==> src/rtl/genius_param_ctrl.sv <==
// Genius (Simon) game controller: sequence store, playback,
// input checking, scoring and optional speed-up between rounds.
module genius_param_ctrl #(
  parameter int COLOR_W   = 2,
  parameter int MAX_LEN   = 16,
  parameter int SHOW_CYC  = 50_000_000,
  parameter int GAP_CYC   = 12_500_000,
  parameter int ECHO_CYC  = 12_500_000,
  parameter int INPUT_CYC = 250_000_000,
  parameter int SHOW_STEP = 0,
  parameter int SHOW_MIN  = 12_500_000
) (
  input  logic                           CLK,
  input  logic                           RESET,
  input  logic                           START,
  input  logic [COLOR_W-1:0]             RND_COLOR,
  input  logic                           BTN_VALID,
  input  logic [COLOR_W-1:0]             BTN_COLOR,
  output logic [COLOR_W-1:0]             VGA_COLOR,
  output logic                           VGA_FLAG,
  output logic                           VGA_LOSE,
  output logic                           VGA_WIN,
  output logic [$clog2(MAX_LEN+1)-1:0]   SCORE,
  output logic [2:0]                     STATE
);

  localparam int LW = $clog2(MAX_LEN + 1);
  localparam int IW = (MAX_LEN > 1) ? $clog2(MAX_LEN) : 1;

  // Timer must hold the longest duration (and the step, for the
  // saturating show-time arithmetic).
  localparam int M1 = (SHOW_CYC > GAP_CYC) ? SHOW_CYC : GAP_CYC;
  localparam int M2 = (ECHO_CYC > INPUT_CYC) ? ECHO_CYC : INPUT_CYC;
  localparam int M3 = (M1 > M2) ? M1 : M2;
  localparam int MD = (M3 > SHOW_STEP) ? M3 : SHOW_STEP;
  localparam int TW = $clog2(MD + 1);

  localparam logic [TW-1:0] GAP_END  = TW'(GAP_CYC - 1);
  localparam logic [TW-1:0] ECHO_END = TW'(ECHO_CYC - 1);
  localparam logic [TW-1:0] IN_END   = TW'(INPUT_CYC - 1);
  localparam logic [TW-1:0] SHOW_INI = TW'(SHOW_CYC);
  localparam logic [TW-1:0] MIN_T    = TW'(SHOW_MIN);
  localparam logic [TW-1:0] STEP_T   = TW'(SHOW_STEP);
  localparam logic [LW-1:0] LEN_MAX  = LW'(MAX_LEN);

  typedef enum logic [2:0] {
    S_IDLE     = 3'd0,
    S_ADD      = 3'd1,
    S_SHOW_ON  = 3'd2,
    S_SHOW_GAP = 3'd3,
    S_WAIT_IN  = 3'd4,
    S_ECHO     = 3'd5,
    S_LOSE     = 3'd6,
    S_WIN      = 3'd7
  } state_t;

  state_t               state;
  logic [COLOR_W-1:0]   mem [MAX_LEN];
  logic [LW-1:0]        len;
  logic [LW-1:0]        idx;
  logic [TW-1:0]        tmr;
  logic [TW-1:0]        show_t;
  logic [TW-1:0]        show_nx;
  logic [TW:0]          floor_sum;
  logic [COLOR_W-1:0]   echo_c;
  logic [LW-1:0]        score;
  logic                 last;
  logic [COLOR_W-1:0]   vga_c;

  assign last      = (idx == len - LW'(1));
  assign floor_sum = {1'b0, MIN_T} + {1'b0, STEP_T};
  assign show_nx   = ({1'b0, show_t} >= floor_sum) ?
                     (show_t - STEP_T) : MIN_T;

  // Sequence storage; deliberately not cleared by reset.
  always_ff @(posedge CLK) begin
    if (!RESET && state == S_ADD)
      mem[len[IW-1:0]] <= RND_COLOR;
  end

  // Game FSM with round, position, timer and show-time bookkeeping.
  always_ff @(posedge CLK) begin
    if (RESET) begin
      state  <= S_IDLE;
      len    <= '0;
      idx    <= '0;
      tmr    <= '0;
      show_t <= SHOW_INI;
      echo_c <= '0;
      score  <= '0;
    end else begin
      case (state)
        S_IDLE, S_LOSE, S_WIN: begin
          if (START) begin
            len    <= '0;
            score  <= '0;
            show_t <= SHOW_INI;
            state  <= S_ADD;
          end
        end
        S_ADD: begin
          len   <= len + LW'(1);
          idx   <= '0;
          tmr   <= '0;
          state <= S_SHOW_ON;
        end
        S_SHOW_ON: begin
          if (tmr == show_t - TW'(1)) begin
            tmr   <= '0;
            state <= S_SHOW_GAP;
          end else begin
            tmr <= tmr + TW'(1);
          end
        end
        S_SHOW_GAP: begin
          if (tmr == GAP_END) begin
            tmr <= '0;
            if (last) begin
              idx   <= '0;
              state <= S_WAIT_IN;
            end else begin
              idx   <= idx + LW'(1);
              state <= S_SHOW_ON;
            end
          end else begin
            tmr <= tmr + TW'(1);
          end
        end
        S_WAIT_IN: begin
          if (BTN_VALID) begin
            if (BTN_COLOR == mem[idx[IW-1:0]]) begin
              echo_c <= BTN_COLOR;
              tmr    <= '0;
              state  <= S_ECHO;
            end else begin
              state <= S_LOSE;
            end
          end else if (tmr == IN_END) begin
            state <= S_LOSE;
          end else begin
            tmr <= tmr + TW'(1);
          end
        end
        S_ECHO: begin
          if (tmr == ECHO_END) begin
            tmr <= '0;
            if (!last) begin
              idx   <= idx + LW'(1);
              state <= S_WAIT_IN;
            end else begin
              score <= len;
              if (len == LEN_MAX) begin
                state <= S_WIN;
              end else begin
                show_t <= show_nx;
                state  <= S_ADD;
              end
            end
          end else begin
            tmr <= tmr + TW'(1);
          end
        end
        default: state <= S_IDLE;
      endcase
    end
  end

  // Colour shown only while drawing; blank otherwise.
  always_comb begin
    vga_c = '0;
    case (state)
      S_SHOW_ON: vga_c = mem[idx[IW-1:0]];
      S_ECHO:    vga_c = echo_c;
      default:   vga_c = '0;
    endcase
  end

  assign VGA_COLOR = vga_c;
  assign VGA_FLAG  = (state == S_SHOW_ON) || (state == S_ECHO);
  assign VGA_LOSE  = (state == S_LOSE);
  assign VGA_WIN   = (state == S_WIN);
  assign SCORE     = score;
  assign STATE     = state;

endmodule

==> config.mk <==
export PLATFORM = sky130hd
export DESIGN_NAME = genius_param_ctrl
export DESIGN_NICKNAME = d
export VERILOG_FILES = /design/src/rtl/genius_param_ctrl.sv
export SDC_FILE = /design/constraint.sdc
export NUM_CORES = 1
export LEC_CHECK = 0
export CELL_PAD_IN_SITES_DETAIL_PLACEMENT = 1
export CELL_PAD_IN_SITES_GLOBAL_PLACEMENT = 2
export CORE_MARGIN = 4
export CORE_UTILIZATION = 40
export CTS_BUF_LIST = sky130_fd_sc_hd__clkbuf_8
export CTS_CLUSTER_SIZE = 25
export DETAILED_ROUTE_END_ITERATION = 12
export PLACE_DENSITY = 0.85
export SETUP_SLACK_MARGIN = 0.1
export SLEW_MARGIN = 20
export SYNTH_ARGS = -nofsm -noshare
export SYNTH_HDL_FRONTEND = slang
export SYNTH_SLANG_ARGS = --single-unit
==> constraint.sdc <==
create_clock -name CLK -period 3.1 [get_ports CLK]
set_input_delay 0.62 -clock CLK [delete_from_list [all_inputs] [get_ports CLK]]
set_output_delay 0.62 -clock CLK [all_outputs]
set_load 0.02 [all_outputs]
==> results of run 1 <==
[stage by stage]
stage | power [mW] | instances
3_5_place_dp | 2.18 | 655
4_1_cts | 3.04 | 673
6_report | 3.02 | 674
5_1_grt | 3.17 | 674
2_1_floorplan | 1.89 | 505
3_3_place_gp | 2.15 | 655
[worst max-delay path, stage by stage, from the launching register on]
cell and delay [ps]:
dfxtp_2 360, buf_12 140, mux2_2 340, mux4_2 480
mux2_2 280, a22o_1 220, buf_2 170
[cell families after synthesis]
logic type                 after synthesis  share of synthesized area, %
AOI/OAI and AO/OA                      108                          16.9
xor gates and xnor gates                 8                          1.49
adders and majority gates                9                          2.40
buffers and inverters                   42                          3.87
DFF                                     86                          43.5
muxes                                   31                          8.40
and+or+nand+nor                        221                          23.3
[registers in the layout, indices dropped and copies added (netlist names), named ones only]
register  cells
idx           5
len           5
SCORE         5
show_t        2
echo_c        2
mem          32
STATE         3
tmr          28
[synthesized netlist by cell type, types with 7 or more instances]
cell type   n
nor3_1     11
o21ai_0     9
inv_1      12
xnor2_1     7
nand3_1    38
ha_1        9
a311oi_2   10
clkbuf_1   26
nand2_1    50
edfxtp_1   32
nand4_1     7
a21oi_1    37
mux2_2     19
a31oi_1     8
nor2_1     55
dfxtp_1    54
nand2b_1   18
a311oi_1   10
[layer usage]
layer | track usage [%] | share of wire, %
met5 | 0 | 0
met2 | 32.3 | 47
met1 | 27.9 | 48
met4 | 7.89 | 1.8
met3 | 3.06 | 3.3
[area by class of cell]
| cell class | count | area, sq um | area share (%) |
|---|---|---|---|
| Sequential cell | 86 | 2040 | 38.5 |
| Clock inverter | 7 | 77.6 | 1.46 |
| Inverter | 12 | 45.0 | 0.848 |
| Clock buffer | 9 | 124 | 2.33 |
| Multi-Input combinational cell | 377 | 2470 | 46.5 |
| Tap cell | 143 | 179 | 3.37 |
| Timing Repair Buffer | 40 | 373 | 7.02 |
[placed cells by master (no fill, tap or decap), types with 10 or more instances in the layout]
cell / count
nand2b_1: 18
nand3_1: 38
inv_1: 13
mux2_2: 19
a21oi_1: 37
dfxtp_1: 53
nor3_1: 11
nand2_1: 50
clkdlybuf4s50_1: 17
a311oi_2: 10
a311oi_1: 10
edfxtp_1: 32
buf_4: 17
nor2_1: 55
[where the power goes]
| part | total (mW) | switching, mW | leakage (nW) | internal, mW |
|---|---|---|---|---|
| clock | 0.849 | 0.464 | 0.107 | 0.385 |
| combinational | 0.925 | 0.566 | 0.854 | 0.359 |
| sequential | 1.25 | 0.0419 | 0.724 | 1.21 |
| total | 3.02 | 1.07 | 1.69 | 1.95 |
[what timing repair did]
action                     in CTS  in global routing
hold buffers                    0                  0
gates resized for setup         9                  1
setup buffers                   2                  1
setup endpoints to repair       2                  9
[worst paths after layout]
kind,from,to,slack (ps),depth (start not counted)
worst max register to register,flip-flop,tmr[11]$_SDFFE_PP0P_,320,10
worst max-delay path,flip-flop,VGA_COLOR[1],120,6
worst min register to register,SCORE[3]$_SDFFE_PP0P_,SCORE[3]$_SDFFE_PP0P_,470,2
worst min-delay path,SCORE[3]$_SDFFE_PP0P_,SCORE[3]$_SDFFE_PP0P_,470,2
==> impl_metrics.json, run 1 <==
{
  "status": "complete, no violations",
  "rows": 39,
  "fin_skew_ps": 10.3,
  "holdWs_ps": 470,
  "hpwl_mm": 9.37,
  "via_count": 4007,
  "area_growth_pct": 13.3,
  "synth-main-ff-cell": "dfxtp_1",
  "min_path_type": "reg2reg",
  "clk_latency_ps": 380,
  "syn-cell-area_sq_um": 4690,
  "grt_overflow": 0,
  "yosysTopAreaCell": "dfxtp_1",
  "cts_buffers": 9,
  "final_layout_size_suffix_gt1_share_pct": 15.3,
  "grt_start_max_net_pins": 45,
  "ys_types": 58,
  "p_per_area_nw_per_um2": 569,
  "routed_wl_mm": 13.1,
  "n_antenna_cell": 0,
  "drt_first_pass_iters": 4,
  "grt_pass1_vias": 4036,
  "p_leak_nw": 1.69,
  "critPathCaptureType": "output pin",
  "die_h_microns": 116,
  "hold_viol": 0,
  "gp_congestion": 0.829,
  "nFillCells": 1333,
  "start_kind": "flip-flop",
  "syn_avg_cell_area_sq_um": 9.29,
  "drt_iter0_drc": 241,
  "ir_drop_mv": 0.283,
  "tightestPinTransition_ps": 796,
  "fmax_mhz": 336,
  "worstPathMaxFanout": 13,
  "async_flop_share_pct": 0,
  "avgViaCountPerCell": 5.95,
  "dieArea_sq_um": 13500,
  "slew_headroom_pct": 46.6,
  "post-route-min-period_ps": 2980,
  "drc_errors": 0,
  "start_util_pct": 40.9,
  "synthCells": 505,
  "synth_top_cell_area_share_pct": 23.1,
  "rsz0062_at_grt": "yes",
  "stdcell_area_sq_um": 5310,
  "synth_area_leaders": "dfxtp_1, edfxtp_1, mux2_2, nor2_1, nand3_1",
  "clk_pin_slew_worst_paths_ps": 100,
  "clockRootBuffer": "clkbuf_8",
  "synth_edf_count": 32,
  "max_cap_viol_count": 0,
  "yosysSeqAreaShare_pct": 43.5,
  "fin_crit_sh_pct": 96.0,
  "cp.arrival_ps": 2360,
  "setup_viol": 0,
  "fp.dieW_microns": 116,
  "coreArea_sq_um": 11500,
  "syn_nets": 522,
  "post-route-util_pct": 46.3,
  "crit_required_ps": 2480,
  "clkSinkCount": 86,
  "h-tree-depth": 3,
  "path_class": "reg2out",
  "grt_pass1_wl_mm": 21.4,
  "place_ws_ps": 93.9,
  "grt.total_usage_pct": 20.3,
  "detail-route-antenna-nets": 0,
  "fin_nets": 543,
  "pin_count": 21,
  "ys.warnings.count": 0,
  "cts_tree": "done",
  "dpl_cell_area_sq_um": 5090,
  "worst_slack_ps": 125,
  "drv_slew": 0,
  "place.port_buffers": 20,
  "avgRoutedWirePerCell_microns": 19.4,
  "cts_buffer_depth": 2,
  "ys_seq_elements": 86,
  "antenna_found_initial": 0,
  "tns_ps": 0
}
Note: power is estimated with default switching activity, not from simulation.
==> inputs of run 2 (changes only) <==
- CORE_UTILIZATION: 40 -> 43
- HOLD_SLACK_MARGIN: unset -> 0.02
- PLACE_DENSITY: 0.85 -> 0.9
- clock period: 3.1 -> 3.71 ns (I/O delays scaled with it)
==> run 2 against run 1 <==
Utilization increased by 3.3 points; sequential cell count unchanged; sequential share of layout area rose by 0.96 points; critical path depth down 1; critical endpoint unchanged; non-clock buffer count is 12 lower; cell count fell by 2.8%; die area fell by 6.5%; setup slack improved by 110 ps; largest cell class unchanged; clock power decreased by 16%; worst hold slack improved by 2.9 ps; sequential power shrank 15%.
==> impl_metrics.json, run 2 (synthesized netlist as in run 1, its figures left out) <==
{
  "drc_errors": 0,
  "status": "complete, no violations",
  "clk_latency_ps": 370,
  "hold_viol": 0,
  "grt_pass1_wl_mm": 21.8,
  "max_cap_viol_count": 0,
  "hpwl_mm": 9.32,
  "tns_ps": 0,
  "layout_common_cells": "nor2_1, dfxtp_1, nand2_1, nand3_1, a21oi_1",
  "clkSinkCount": 86,
  "min_path_type": "reg2reg",
  "start_util_pct": 44.8,
  "grt_start_max_net_pins": 49,
  "critPathCaptureType": "output pin",
  "area_growth_pct": 10.8,
  "tightestPinTransition_ps": 1060,
  "avgViaCountPerCell": 6.08,
  "h-tree-depth": 3,
  "path_cells": "mux2_2 -> mux4_2 -> mux2_2 -> a22o_1 -> clkdlybuf4s50_1",
  "clk_pin_slew_worst_paths_ps": 100,
  "stdcell_area_sq_um": 5190,
  "fp.dieW_microns": 112,
  "antenna_found_initial": 0,
  "dieArea_sq_um": 12600,
  "die_h_microns": 112,
  "power_frac_comb_pct": 27.8,
  "route.met3.wl_microns": 468,
  "gp_congestion": 0.856,
  "n_antenna_cell": 0,
  "final_layout_size_suffix_gt1_share_pct": 13.1,
  "crit_end": "VGA_COLOR[1]",
  "drt_first_pass_iters": 4,
  "path_delay_family": "multiplexers",
  "largest_reg_flops": 32,
  "slew_headroom_pct": 29.6,
  "clockRootBuffer": "clkbuf_8",
  "grt_pass1_vias": 4064,
  "cts_buffer_depth": 2,
  "swShare_pct": 35.5,
  "p_leak_nw": 1.61,
  "path_class": "reg2out",
  "power_mw": 2.46,
  "rr_worst_depth": 9,
  "pin_count": 21,
  "fin_crit_sh_pct": 93.8,
  "post-route-util_pct": 49.6,
  "drt_iter0_drc": 223,
  "post_cts_buffers": 0,
  "setup_viol": 0,
  "wl_met2_mm": 6.61,
  "via_count": 3985,
  "layout_commonest_cell": "nor2_1",
  "cp.arrival_ps": 2740,
  "detail-route-antenna-nets": 0,
  "coreArea_sq_um": 10500,
  "dpl_cell_area_sq_um": 4980,
  "rsz0062_at_grt": "no",
  "fin_skew_ps": 13.3,
  "grt.total_usage_pct": 21.5,
  "place_ws_ps": 364,
  "drv_slew": 0,
  "clock_power_share_pct": 29.0,
  "grt_overflow": 0,
  "worst_slack_ps": 230,
  "crit_top_cell": "mux2_2",
  "cts_tree": "done",
  "avgRoutedWirePerCell_microns": 20.1,
  "slowest_stage": "mux4_2",
  "wl_met1_mm": 5.73,
  "maxUsedRoutingLayer": "met4",
  "seq_power_share_pct": 43.2,
  "rows": 37,
  "place.port_buffers": 20,
  "fin_nets": 531,
  "critPathMaxStageDelay_ps": 530,
  "cp.depth": 5,
  "post-route-min-period_ps": 3480,
  "finalNonFillerCells": 655,
  "switchingPower_mw": 0.875,
  "fmax_mhz": 287,
  "holdWs_ps": 472,
  "start_kind": "flip-flop",
  "rrSetupSlack_ps": 710,
  "critPathBufInv": 1,
  "cts_buffers": 9,
  "crit_required_ps": 2970,
  "ir_drop_mv": 0.221,
  "reg2reg_from": "tmr[0]$_SDFFE_PP0P_",
  "p_per_area_nw_per_um2": 474,
  "routed_wl_mm": 13.2,
  "p_int_mw": 1.59,
  "dp.cells": 639,
  "worstPathMaxFanout": 13,
  "reg2reg_to": "tmr[13]$_SDFFE_PP0P_"
}
==> run 2: changes by cell type in the layout (fill, tap and decap cells not counted), sizes merged <==
cell,previous run,this run
buf,23,9
clkdlybuf4s50,17,19
clkinvlp,0,1
inv,18,17
==> run 2: cell type report <==
| type | count | area (sq um) |
|---|---|---|
| fillers | 1243 | 5270 |
| multi-input cells | 377 | 2470 |
| flip-flops and latches | 86 | 2050 |
| repair buffers | 28 | 255 |
| well taps | 136 | 170 |
| clock buffers | 9 | 124 |
| clock inverters | 7 | 86.3 |
| inverters | 12 | 45.0 |
==> run 2: worst min-delay path by stage <==
stage | endpoint | slack [ps] | startpoint | cells after the start
after floorplan | tmr[21]$_SDFFE_PP0P_ | 460 | tmr[21]$_SDFFE_PP0P_ | 1
after global placement | SCORE[2]$_SDFFE_PP0P_ | 460 | SCORE[2]$_SDFFE_PP0P_ | 2
after detailed placement | SCORE[4]$_SDFFE_PP0P_ | 460 | SCORE[4]$_SDFFE_PP0P_ | 2
after CTS | SCORE[4]$_SDFFE_PP0P_ | 480 | SCORE[4]$_SDFFE_PP0P_ | 2
after global routing | SCORE[2]$_SDFFE_PP0P_ | 520 | SCORE[2]$_SDFFE_PP0P_ | 2
final | SCORE[4]$_SDFFE_PP0P_ | 470 | SCORE[4]$_SDFFE_PP0P_ | 2
==> run 2: timing repair <==
action / CTS / global route
hold buffers: 0 / 0
gates resized for setup: 1 / 2
endpoints found under the setup margin: 2 / 2
==> run 2: tightest hold or removal path, delay by kind of cell (launching register included) <==
family           cells  cell delay [ps]
AO/OA/AOI/OAI        1               50
flip-flops           1              320
AND/OR/NAND/NOR      1               60
==> run 2: power by group through the flow <==
stage | clock network (mW) | registers (mW) | logic [mW]
4_1_cts | 0.732 | 1.06 | 0.690
3_3_place_gp | 0 | 1.08 | 0.658
2_1_floorplan | 0 | 1.07 | 0.503
5_1_grt | 0.776 | 1.07 | 0.750
6_report | 0.713 | 1.06 | 0.685
3_5_place_dp | 0 | 1.08 | 0.683
==> run 2: per-layer routing <==
layer  vias up  GRT usage [%]
li1       1885              -
met5         -              0
met2        91           36.6
met3        27           3.77
met1      1982           26.6
met4         0           9.62
==> inputs of run 3 (changes only) <==
- SKIP_CTS_REPAIR_TIMING: unset -> 1
==> results of run 3 <==
No change in the layout: final DEF, timing and power equal those of run 2.
